**src/rtl/mag15_arbiter_if.sv**
```systemverilog
// Request/response bundle for mag15_arbiter.
// master: requesters + result consumer; slave: the arbiter.
interface mag15_arbiter_if #(
    parameter int NREQ = 4,
    parameter int IDW  = 2
);
    logic [NREQ-1:0]      req_valid;
    logic [15*NREQ-1:0]   req_a;
    logic [15*NREQ-1:0]   req_b;
    logic [NREQ-1:0]      req_ready;
    logic                 rsp_valid;
    logic                 rsp_ready;
    logic [IDW-1:0]       rsp_id;
    logic                 rsp_gt;
    logic                 rsp_eq;
    logic                 rsp_lt;

    modport master (
        output req_valid,
        output req_a,
        output req_b,
        output rsp_ready,
        input  req_ready,
        input  rsp_valid,
        input  rsp_id,
        input  rsp_gt,
        input  rsp_eq,
        input  rsp_lt
    );

    modport slave (
        input  req_valid,
        input  req_a,
        input  req_b,
        input  rsp_ready,
        output req_ready,
        output rsp_valid,
        output rsp_id,
        output rsp_gt,
        output rsp_eq,
        output rsp_lt
    );
endinterface

```
**src/rtl/mag15_arbiter.sv**
```systemverilog
// Round-robin share of one 15-bit magnitude comparator among NREQ clients.
// Ports: clk, rst_n (async low), bus (slave: req/rsp handshakes), cmp_count.
module mag15_arbiter #(
    parameter int NREQ = 4,
    parameter int IDW  = 2,
    parameter int CNTW = 16
) (
    input  logic            clk,
    input  logic            rst_n,
    mag15_arbiter_if.slave  bus,
    output logic [CNTW-1:0] cmp_count
);
    logic [IDW-1:0] ptr;
    logic [IDW-1:0] win;
    logic [IDW-1:0] ptr_nxt;
    logic           any;
    logic           accept;
    logic           s1_free;
    logic           s2_load;

    logic           s1_valid;
    logic [14:0]    s1_a;
    logic [14:0]    s1_b;
    logic [IDW-1:0] s1_id;

    logic           cmp_gt;
    logic           cmp_eq;
    logic           cmp_lt;

    logic           s2_valid;
    logic [IDW-1:0] s2_id;
    logic           s2_gt;
    logic           s2_eq;
    logic           s2_lt;

    logic [14:0]    win_a;
    logic [14:0]    win_b;

    // Scan NREQ slots starting at the pointer; first valid one wins.
    always_comb begin
        logic [IDW:0]   sum;
        logic [IDW-1:0] cand;
        any = 1'b0;
        win = '0;
        for (int k = 0; k < NREQ; k++) begin
            sum = {1'b0, ptr} + (IDW+1)'(k);
            if (sum >= (IDW+1)'(NREQ))
                sum = sum - (IDW+1)'(NREQ);
            cand = sum[IDW-1:0];
            if (!any && bus.req_valid[cand]) begin
                any = 1'b1;
                win = cand;
            end
        end
    end

    always_comb begin
        logic [IDW:0] inc;
        inc = {1'b0, win} + {{IDW{1'b0}}, 1'b1};
        if (inc >= (IDW+1)'(NREQ))
            ptr_nxt = '0;
        else
            ptr_nxt = inc[IDW-1:0];
    end

    always_comb begin
        win_a = '0;
        win_b = '0;
        for (int i = 0; i < NREQ; i++) begin
            if (win == IDW'(i)) begin
                win_a = bus.req_a[15*i +: 15];
                win_b = bus.req_b[15*i +: 15];
            end
        end
    end

    assign s2_load = s1_valid && (!s2_valid || bus.rsp_ready);
    assign s1_free = !s1_valid || s2_load;
    assign accept  = s1_free && any;

    // Gated with rst_n so no client sees a grant while held in reset.
    always_comb begin
        bus.req_ready = '0;
        if (rst_n && accept)
            bus.req_ready = NREQ'(1) << win;
    end

    // The single shared comparator, fed straight from the operand register.
    assign cmp_gt = s1_a > s1_b;
    assign cmp_eq = s1_a == s1_b;
    assign cmp_lt = s1_a < s1_b;

    always_ff @(posedge clk or negedge rst_n) begin
        if (!rst_n) begin
            ptr      <= '0;
            s1_valid <= 1'b0;
            s1_a     <= '0;
            s1_b     <= '0;
            s1_id    <= '0;
        end else begin
            if (accept) begin
                s1_valid <= 1'b1;
                s1_a     <= win_a;
                s1_b     <= win_b;
                s1_id    <= win;
                ptr      <= ptr_nxt;
            end else if (s2_load) begin
                s1_valid <= 1'b0;
            end
        end
    end

    // Result register only changes on a load, so it stays put under stall.
    always_ff @(posedge clk or negedge rst_n) begin
        if (!rst_n) begin
            s2_valid <= 1'b0;
            s2_id    <= '0;
            s2_gt    <= 1'b0;
            s2_eq    <= 1'b0;
            s2_lt    <= 1'b0;
        end else begin
            if (s2_load) begin
                s2_valid <= 1'b1;
                s2_id    <= s1_id;
                s2_gt    <= cmp_gt;
                s2_eq    <= cmp_eq;
                s2_lt    <= cmp_lt;
            end else if (bus.rsp_ready) begin
                s2_valid <= 1'b0;
            end
        end
    end

    always_ff @(posedge clk or negedge rst_n) begin
        if (!rst_n)
            cmp_count <= '0;
        else if (accept && cmp_count != {CNTW{1'b1}})
            cmp_count <= cmp_count + 1'b1;
    end

    assign bus.rsp_valid = s2_valid;
    assign bus.rsp_id    = s2_id;
    assign bus.rsp_gt    = s2_gt;
    assign bus.rsp_eq    = s2_eq;
    assign bus.rsp_lt    = s2_lt;
endmodule

```
**src/flat_wrapper.sv**
```systemverilog
// flat-port wrapper written by rule: the top's interface ports become plain ports
module mag15_arbiter_flat 
#(
    parameter int NREQ = 4,
    parameter int IDW  = 2,
    parameter int CNTW = 16
)
  (clk, rst_n, cmp_count, bus_req_valid, bus_req_a, bus_req_b, bus_rsp_ready, bus_req_ready, bus_rsp_valid, bus_rsp_id, bus_rsp_gt, bus_rsp_eq, bus_rsp_lt);
  mag15_arbiter_if #(.NREQ(NREQ), .IDW(IDW)) bus_i ();
  input  logic clk;
  input  logic rst_n;
  output logic [CNTW-1:0] cmp_count;
  input wire logic [$bits(bus_i.req_valid)-1:0] bus_req_valid;
  input wire logic [$bits(bus_i.req_a)-1:0] bus_req_a;
  input wire logic [$bits(bus_i.req_b)-1:0] bus_req_b;
  input wire logic [$bits(bus_i.rsp_ready)-1:0] bus_rsp_ready;
  output wire logic [$bits(bus_i.req_ready)-1:0] bus_req_ready;
  output wire logic [$bits(bus_i.rsp_valid)-1:0] bus_rsp_valid;
  output wire logic [$bits(bus_i.rsp_id)-1:0] bus_rsp_id;
  output wire logic [$bits(bus_i.rsp_gt)-1:0] bus_rsp_gt;
  output wire logic [$bits(bus_i.rsp_eq)-1:0] bus_rsp_eq;
  output wire logic [$bits(bus_i.rsp_lt)-1:0] bus_rsp_lt;
  assign bus_i.req_valid = bus_req_valid;
  assign bus_i.req_a = bus_req_a;
  assign bus_i.req_b = bus_req_b;
  assign bus_i.rsp_ready = bus_rsp_ready;
  assign bus_req_ready = bus_i.req_ready;
  assign bus_rsp_valid = bus_i.rsp_valid;
  assign bus_rsp_id = bus_i.rsp_id;
  assign bus_rsp_gt = bus_i.rsp_gt;
  assign bus_rsp_eq = bus_i.rsp_eq;
  assign bus_rsp_lt = bus_i.rsp_lt;
  mag15_arbiter #(.NREQ(NREQ), .IDW(IDW), .CNTW(CNTW)) u_core (.clk(clk), .rst_n(rst_n), .bus(bus_i), .cmp_count(cmp_count));
endmodule
```
**config.mk**
```make
export PLATFORM = sky130hd
export DESIGN_NAME = mag15_arbiter_flat
export DESIGN_NICKNAME = d
export VERILOG_FILES = /design/src/rtl/mag15_arbiter_if.sv /design/src/rtl/mag15_arbiter.sv /design/src/flat_wrapper.sv
export SDC_FILE = /design/constraint.sdc
export NUM_CORES = 1
export LEC_CHECK = 0
export ABC_CLOCK_PERIOD_IN_PS = 2100
export CAP_MARGIN = 30
export CORE_ASPECT_RATIO = 1.25
export CORE_UTILIZATION = 39
export CTS_BUF_LIST = sky130_fd_sc_hd__clkbuf_16
export CTS_CLUSTER_SIZE = 20
export DETAILED_ROUTE_END_ITERATION = 8
export GPL_TIMING_DRIVEN = 0
export PLACE_DENSITY = 0.84
export SYNTH_ARGS = -nofsm -noshare
export SYNTH_HDL_FRONTEND = slang
export SYNTH_SLANG_ARGS = --single-unit
```
**constraint.sdc**
```tcl
create_clock -name clk -period 2.1 [get_ports clk]
set_input_delay 0.42 -clock clk [delete_from_list [all_inputs] [get_ports clk]]
set_output_delay 0.42 -clock clk [all_outputs]
set_load 0.005 [all_outputs]
```
# --- Word-level counts from Yosys, hierarchy flattened ---
# Index checks and enable logic that the tools add are counted.
word_totals:
  ff_bits: 57
  latch_bits: 0
  mem_bits_rw: 0
  rom_bits: 0
  input_bits: 127
  output_inout_bits: 26
  word_cells: 88
  n_memories: 0
classes:
  n_addsub: 9
  mul: 0
  div_mod_pow: 0
  n_lt_le_gt_ge: 11
  n_eq_ne: 5
  shift: 1
  mux: 34
  n_bitwise: 0
  reduce_logical: 17
op_table:
  columns: ["cell", "count"]
  rows:
  - ["two-way mux 15 bit", 8]
  - ["two-way mux 2 bit", 9]
  - ["adder 16 x 1 -> 16 bit, second input constant", 1]
  - ["!= test 16 bit, second input constant", 1]
  - ["== test 15 bit", 1]
  - ["> comparator 15 bit", 1]
  - ["< comparator 15 bit", 1]
  - [">= comparator 3 bit, second input constant", 4]
  - ["< comparator 2 x 3 -> 1 bit, second input constant", 4]
  - ["two-way mux 1 bit", 12]
  - ["binary-select mux 1 bit (select 2 bit)", 4]
  - ["subtractor 2 x 1 -> 2 bit, second input constant", 4]
  - ["logical AND 1 bit", 7]
  - ["adder 2 x 1 -> 3 bit, second input constant", 2]
  - ["adder 2 x 2 -> 3 bit, second input constant", 2]
  - ["zero test 1 bit", 5]
  - ["== test 2 bit, second input constant", 2]
  - ["two-way mux 4 bit", 1]
  - ["nonzero test 2 bit", 2]
  - ["left shift 1 x 2 -> 4 bit, first input constant", 1]
  - [">= comparator 2 x 3 -> 1 bit, second input constant", 1]
  - ["== test 2 x 1 -> 1 bit, second input constant", 1]
  - ["zero test 2 bit", 1]
  - ["logical OR 1 bit", 2]

# --- Depth between registers and ports, before layout ---
depth:
  ltp_word: 19
  depth_mapped: 12
  ltp_nobuf: 11

# --- Least setup slack after synthesis ---
# No wires, ideal clock.
synth_timing:
  kind: "input -> output"
  from: "input bus_req_valid[0]"
  to: "output bus_req_ready[2]"
  arrival_time_ns: 1.786
  required_ns: 1.680
  setup_slack_ns: -0.106
  cell_stages: 7
  path_buffers: 2
  path_cell_list: "nor4_2 > nor2_1 > inv_1 > ha_1 > clkbuf_1 > clkbuf_1 > and3_1"
synth_via:
  word_cells_on_any_way: 26
  cone_classes: "1 x shift; 17 x mux; 8 x reduce/logical"
synth_lines:
  columns: ["item", "line_no", "source"]
  rows:
  - ["from (decl)", "flat_wrapper.sv:13", "input wire logic [$bits(bus_i.req_valid)-1:0] bus_req_valid;"]
  - ["binary-select mux 1 bit (select 2 bit)", "mag15_arbiter.sv:50", "if (!any && bus.req_valid[cand]) begin"]
  - ["two-way mux 1 bit (not written as such)", "mag15_arbiter.sv:50", null]
  - ["two-way mux 1 bit", "mag15_arbiter.sv:50", null]
  - ["zero test 1 bit", "mag15_arbiter.sv:50", null]
  - ["logical AND 1 bit", "mag15_arbiter.sv:50", null]
  - ["two-way mux 1 bit", "mag15_arbiter.sv:50", null]
  - ["zero test 1 bit", "mag15_arbiter.sv:50", null]
  - ["logical AND 1 bit", "mag15_arbiter.sv:50", null]
  - ["two-way mux 1 bit", "mag15_arbiter.sv:50", null]
  - ["zero test 1 bit", "mag15_arbiter.sv:50", null]
  - ["logical AND 1 bit", "mag15_arbiter.sv:50", null]
  - ["two-way mux 2 bit (*)", "mag15_arbiter.sv:50", null]
  - ["via u_core.win[0]", "mag15_arbiter.sv:14", "logic [IDW-1:0] win;"]
  - ["left shift 1 x 2 -> 4 bit (*)", "mag15_arbiter.sv:85", "bus.req_ready = NREQ'(1) << win;"]
  - ["two-way mux 4 bit (*)", "mag15_arbiter.sv:84", "if (rst_n && accept)"]
  - ["to (decl)", "flat_wrapper.sv:17", "output wire logic [$bits(bus_i.req_ready)-1:0] bus_req_ready;"]
# Mark *: on every way through the listed nets, which the timed path passes. The rest lies on a longest branch. The select of a mux whose other input is x is not followed.

# --- Final worst setup path ---
layout_timing:
  from: "register u_core.ptr[1]"
  to: "output bus_req_ready[3]"
layout_via:
  word_cells_on_any_way: 41
  cone_classes: "7 x add/sub; 4 x order compare; 1 x shift; 21 x mux; 8 x reduce/logical"
layout_lines:
  columns: ["item", "line_no", "source"]
  rows:
  - ["from (decl)", "mag15_arbiter.sv:13", "logic [IDW-1:0] ptr;"]
  - ["from (signal assigned)", "mag15_arbiter.sv:106", "ptr <= ptr_nxt;"]
  - ["branches (longest 13 deep; another with adder 2 x 1 -> 3 bit)", null, null]
  - ["two-way mux 2 bit (*)", "mag15_arbiter.sv:50", null]
  - ["via u_core.win[0]", "mag15_arbiter.sv:14", null]
  - ["left shift 1 x 2 -> 4 bit (*)", "mag15_arbiter.sv:85", null]
  - ["two-way mux 4 bit (*)", "mag15_arbiter.sv:84", null]
# Mark *: on every way through the listed nets, which the timed path passes. The select of a mux whose other input is x is not followed.

==> results.ini <==
[sta]
setup_slack_ps=-362.8
fmax_mhz=406.0
skew_ps=7.889
finalHoldViolations=0
slew_headroom=0.6286
min_period_over_period=1.173
fin_crit_ps=2463
setup-violations-final=34
grt_setup_unrepaired=true
worst_pin_slew_ps=557.1
slew_viol_final=0

[synth]
postSynth.asyncResetShare=1.000
synth_seq_cells=57
synth.distinct_cells=38
mappedNetlistNets=544
yosysWarnings=0
synth_edf_count=0
synth_area_mm2=0.003585
synth-main-ff-cell=dfrtp_1
yosysSeqAreaShare=0.3979
netlist_instances=397
avgSynthCellArea_um2=9.029

[worst_setup_path]
crit_chain=mux2i_2 > o221ai_2 > nor2_4 > buf_4 > ha_4 > clkbuf_8 > and3_1 > buf_2
cp-start-kind=flip-flop
crit_fanout=4
worst-r2r-cell-count=12
reg2reg_slack_ps=-330
r2r-end=u_core.s1_a[13]$_DFFE_PN0P_
slowest_delay_ps=440
required_ps=1680
crit_arrival_ps=2040
rr_startpoint=u_core.ptr[1]$_DFFE_PN0P_
crit_type=reg2out
crit_slowest_cell=dfrtp_2
end_kind=primary output

[route]
ant_nets=0
vias_per_cell=5.751
vias=4026
drt_wl_total_mm=14.08
firstDrtPassIters=5
wl_per_cell_um=20.11
drc=0
drtIter0Drc=327

[clock_tree]
cts_buffers=9
numClockSinks=57
clk_latency_ps=330
ctsHoldBuffers=0
cts-root-buf=clkbuf_16
clkTransAtPathRegs_ps=50
cts_tree=done
clockBufferDepth=2
htree_levels=3

[placed_design]
hpwlAfterDp_mm=9.568
port_buffers=152
place.gp.congestion=0.8727
dpl.cell_count=670

[cells_and_area]
final_cell_mix=143 x clkdlybuf4s50_1, 56 x dfrtp_1, 36 x a21oi_1, 30 x nor2b_1, 28 x nand2_1
instances_no_fill=700
fillers=545
area_delta_synth_final_pct=76.65
antennaDiodeCount=0
drive_gt1_frac=0.2397
seq_area_mm2=0.001428
finalNetCount=722
mostFrequentLayoutCell=clkdlybuf4s50_1
final_util=0.7199
multi_input_area_mm2=0.002410

[floorplanning]
core_area_mm2=0.008796
row_count=38
die_area_mm2=0.009581
die_x_um=87.75
pin_count=153
start_util=0.4075
die_h_um=109.2

[run]
drv_cap=0

[grt]
grt_first_pass_wirelength_mm=20.60
grt_overflow_total=0
grt_pass1_vias=4168
grt_max_degree=40
antenna_found_initial=0
grt.total_usage=0.2850

[power]
ir_drop_uv=913.4
powerDensity_mw_per_mm2=1173
leakage_nw=2.585

[run_status]
violations=setup timing
status=complete, but fails checks

[hold_path]
hp-class=in2async

registers in the layout, indices dropped and copies added (netlist names):
name                  count
u_core.s1_b              15
u_core.bus.rsp_lt         1
u_core.s1_a              15
u_core.bus.rsp_valid      1
u_core.s1_id              2
u_core.ptr                2
u_core.bus.rsp_gt         1
u_core.s1_valid           1
u_core.bus.rsp_eq         1
u_core.cmp_count         16
u_core.bus.rsp_id         2
area by class of cell:
class / count / share of cell area
clock inverters: 7 / 0.01344
clock buffers: 9 / 0.03557
plain buffers: 26 / 0.04347
well taps: 120 / 0.02371
inverters: 23 / 0.01442
flip-flops and latches: 57 / 0.2254
multi-input cells: 289 / 0.3806
repair buffers: 169 / 0.2634
cell usage after synthesis (3+ instances only):
master / n / area [µm²]
and3_1: 5 / 31.28
inv_1: 23 / 86.33
nand3_1: 11 / 55.05
buf_2: 3 / 15.01
clkbuf_1: 20 / 75.07
nor2_1: 6 / 22.52
buf_4: 3 / 22.52
nor2b_1: 32 / 200.2
a211oi_1: 18 / 135.1
a21oi_1: 38 / 190.2
a221oi_1: 30 / 262.8
dfrtp_1: 57 / 1426
ha_1: 20 / 250.2
nand4_1: 7 / 43.79
xnor2_1: 12 / 105.1
o21ai_0: 23 / 115.1
nand2_1: 28 / 105.1
nor3_1: 33 / 165.2
per-stage QoR:
step                      hold WS, ps  instance area [µm²]  power, mW  TNS, ps  setup WS, ps
after global routing            111.7                 6332      7.839   -11470        -436.2
after floorplan                 124.4                 3705      3.694   -49.72        -49.04
after global placement          466.3                 5376      4.676  -100430         -2021
final                           82.38                 6332      7.429    -7770        -362.8
after CTS                       98.99                 6022      6.817    -7425        -291.5
after detailed placement        432.3                 5391      4.812   -35740         -1614
cells by family after synthesis:
family | after synthesis | share of synthesized area
AO/OA/AOI/OAI | 117 | 0.2140
XOR/XNOR | 14 | 0.03421
buffers and inverters | 51 | 0.06178
flip-flops | 57 | 0.3979
multiplexers | 4 | 0.01222
adder cells (fa/ha/maj) | 20 | 0.06981
AND/OR/NAND/NOR | 134 | 0.2101
worst max-delay path: cells and delay by family (launching register included):
| family | cells | cell delay (ps) |
|---|---|---|
| DFF | 1 | 440 |
| buffers and inverters | 3 | 430 |
| and+or+nand+nor | 2 | 260 |
| AOI/OAI and AO/OA | 1 | 250 |
| muxes | 1 | 170 |
| adders and majority gates | 1 | 150 |
power by group:
part	internal [mW]	leakage (nW)	switching, mW	total [mW]
logic	2.03	1.73	2.06	4.10
registers	1.51	0.700	0.299	1.81
clock network	1.02	0.150	0.503	1.53
total	4.56	2.58	2.86	7.43
worst max path at each step:
stage	startpoint	to	slack, ps	cells past startpoint
floorplan	u_core.ptr[1]$_DFFE_PN0P_	bus_req_ready[1]	-50	6
global placement	rst_n	bus_req_ready[0]	-2020	3
detailed placement	bus_req_valid[0]	bus_req_ready[1]	-1610	7
CTS	u_core.ptr[1]$_DFFE_PN0P_	bus_req_ready[1]	-290	8
global route	u_core.ptr[1]$_DFFE_PN0P_	u_core.s1_a[13]$_DFFE_PN0P_	-440	12
finish	u_core.ptr[1]$_DFFE_PN0P_	bus_req_ready[3]	-360	8
what timing repair did:
| item | in CTS | in global routing |
|---|---|---|
| cloned | 1 | 0 |
| gates resized for setup | 83 | 70 |
| setup buffers | 12 | 3 |
| setup endpoints to repair | 34 | 34 |
| pin swaps | 7 | 15 |
routing by layer:
layer / global-route usage / share of wire / wire length [µm] / up-vias
met5: 0 / 0 / 0 / -
met3: 0.08478 / 0.075 / 1055 / 44
met4: 0.1382 / 0.037 / 522 / 0
met1: 0.3103 / 0.36 / 5130 / 1986
li1: - / - / - / 1817
met2: 0.4994 / 0.52 / 7366 / 179
Note: power is estimated with default switching activity, not from simulation.
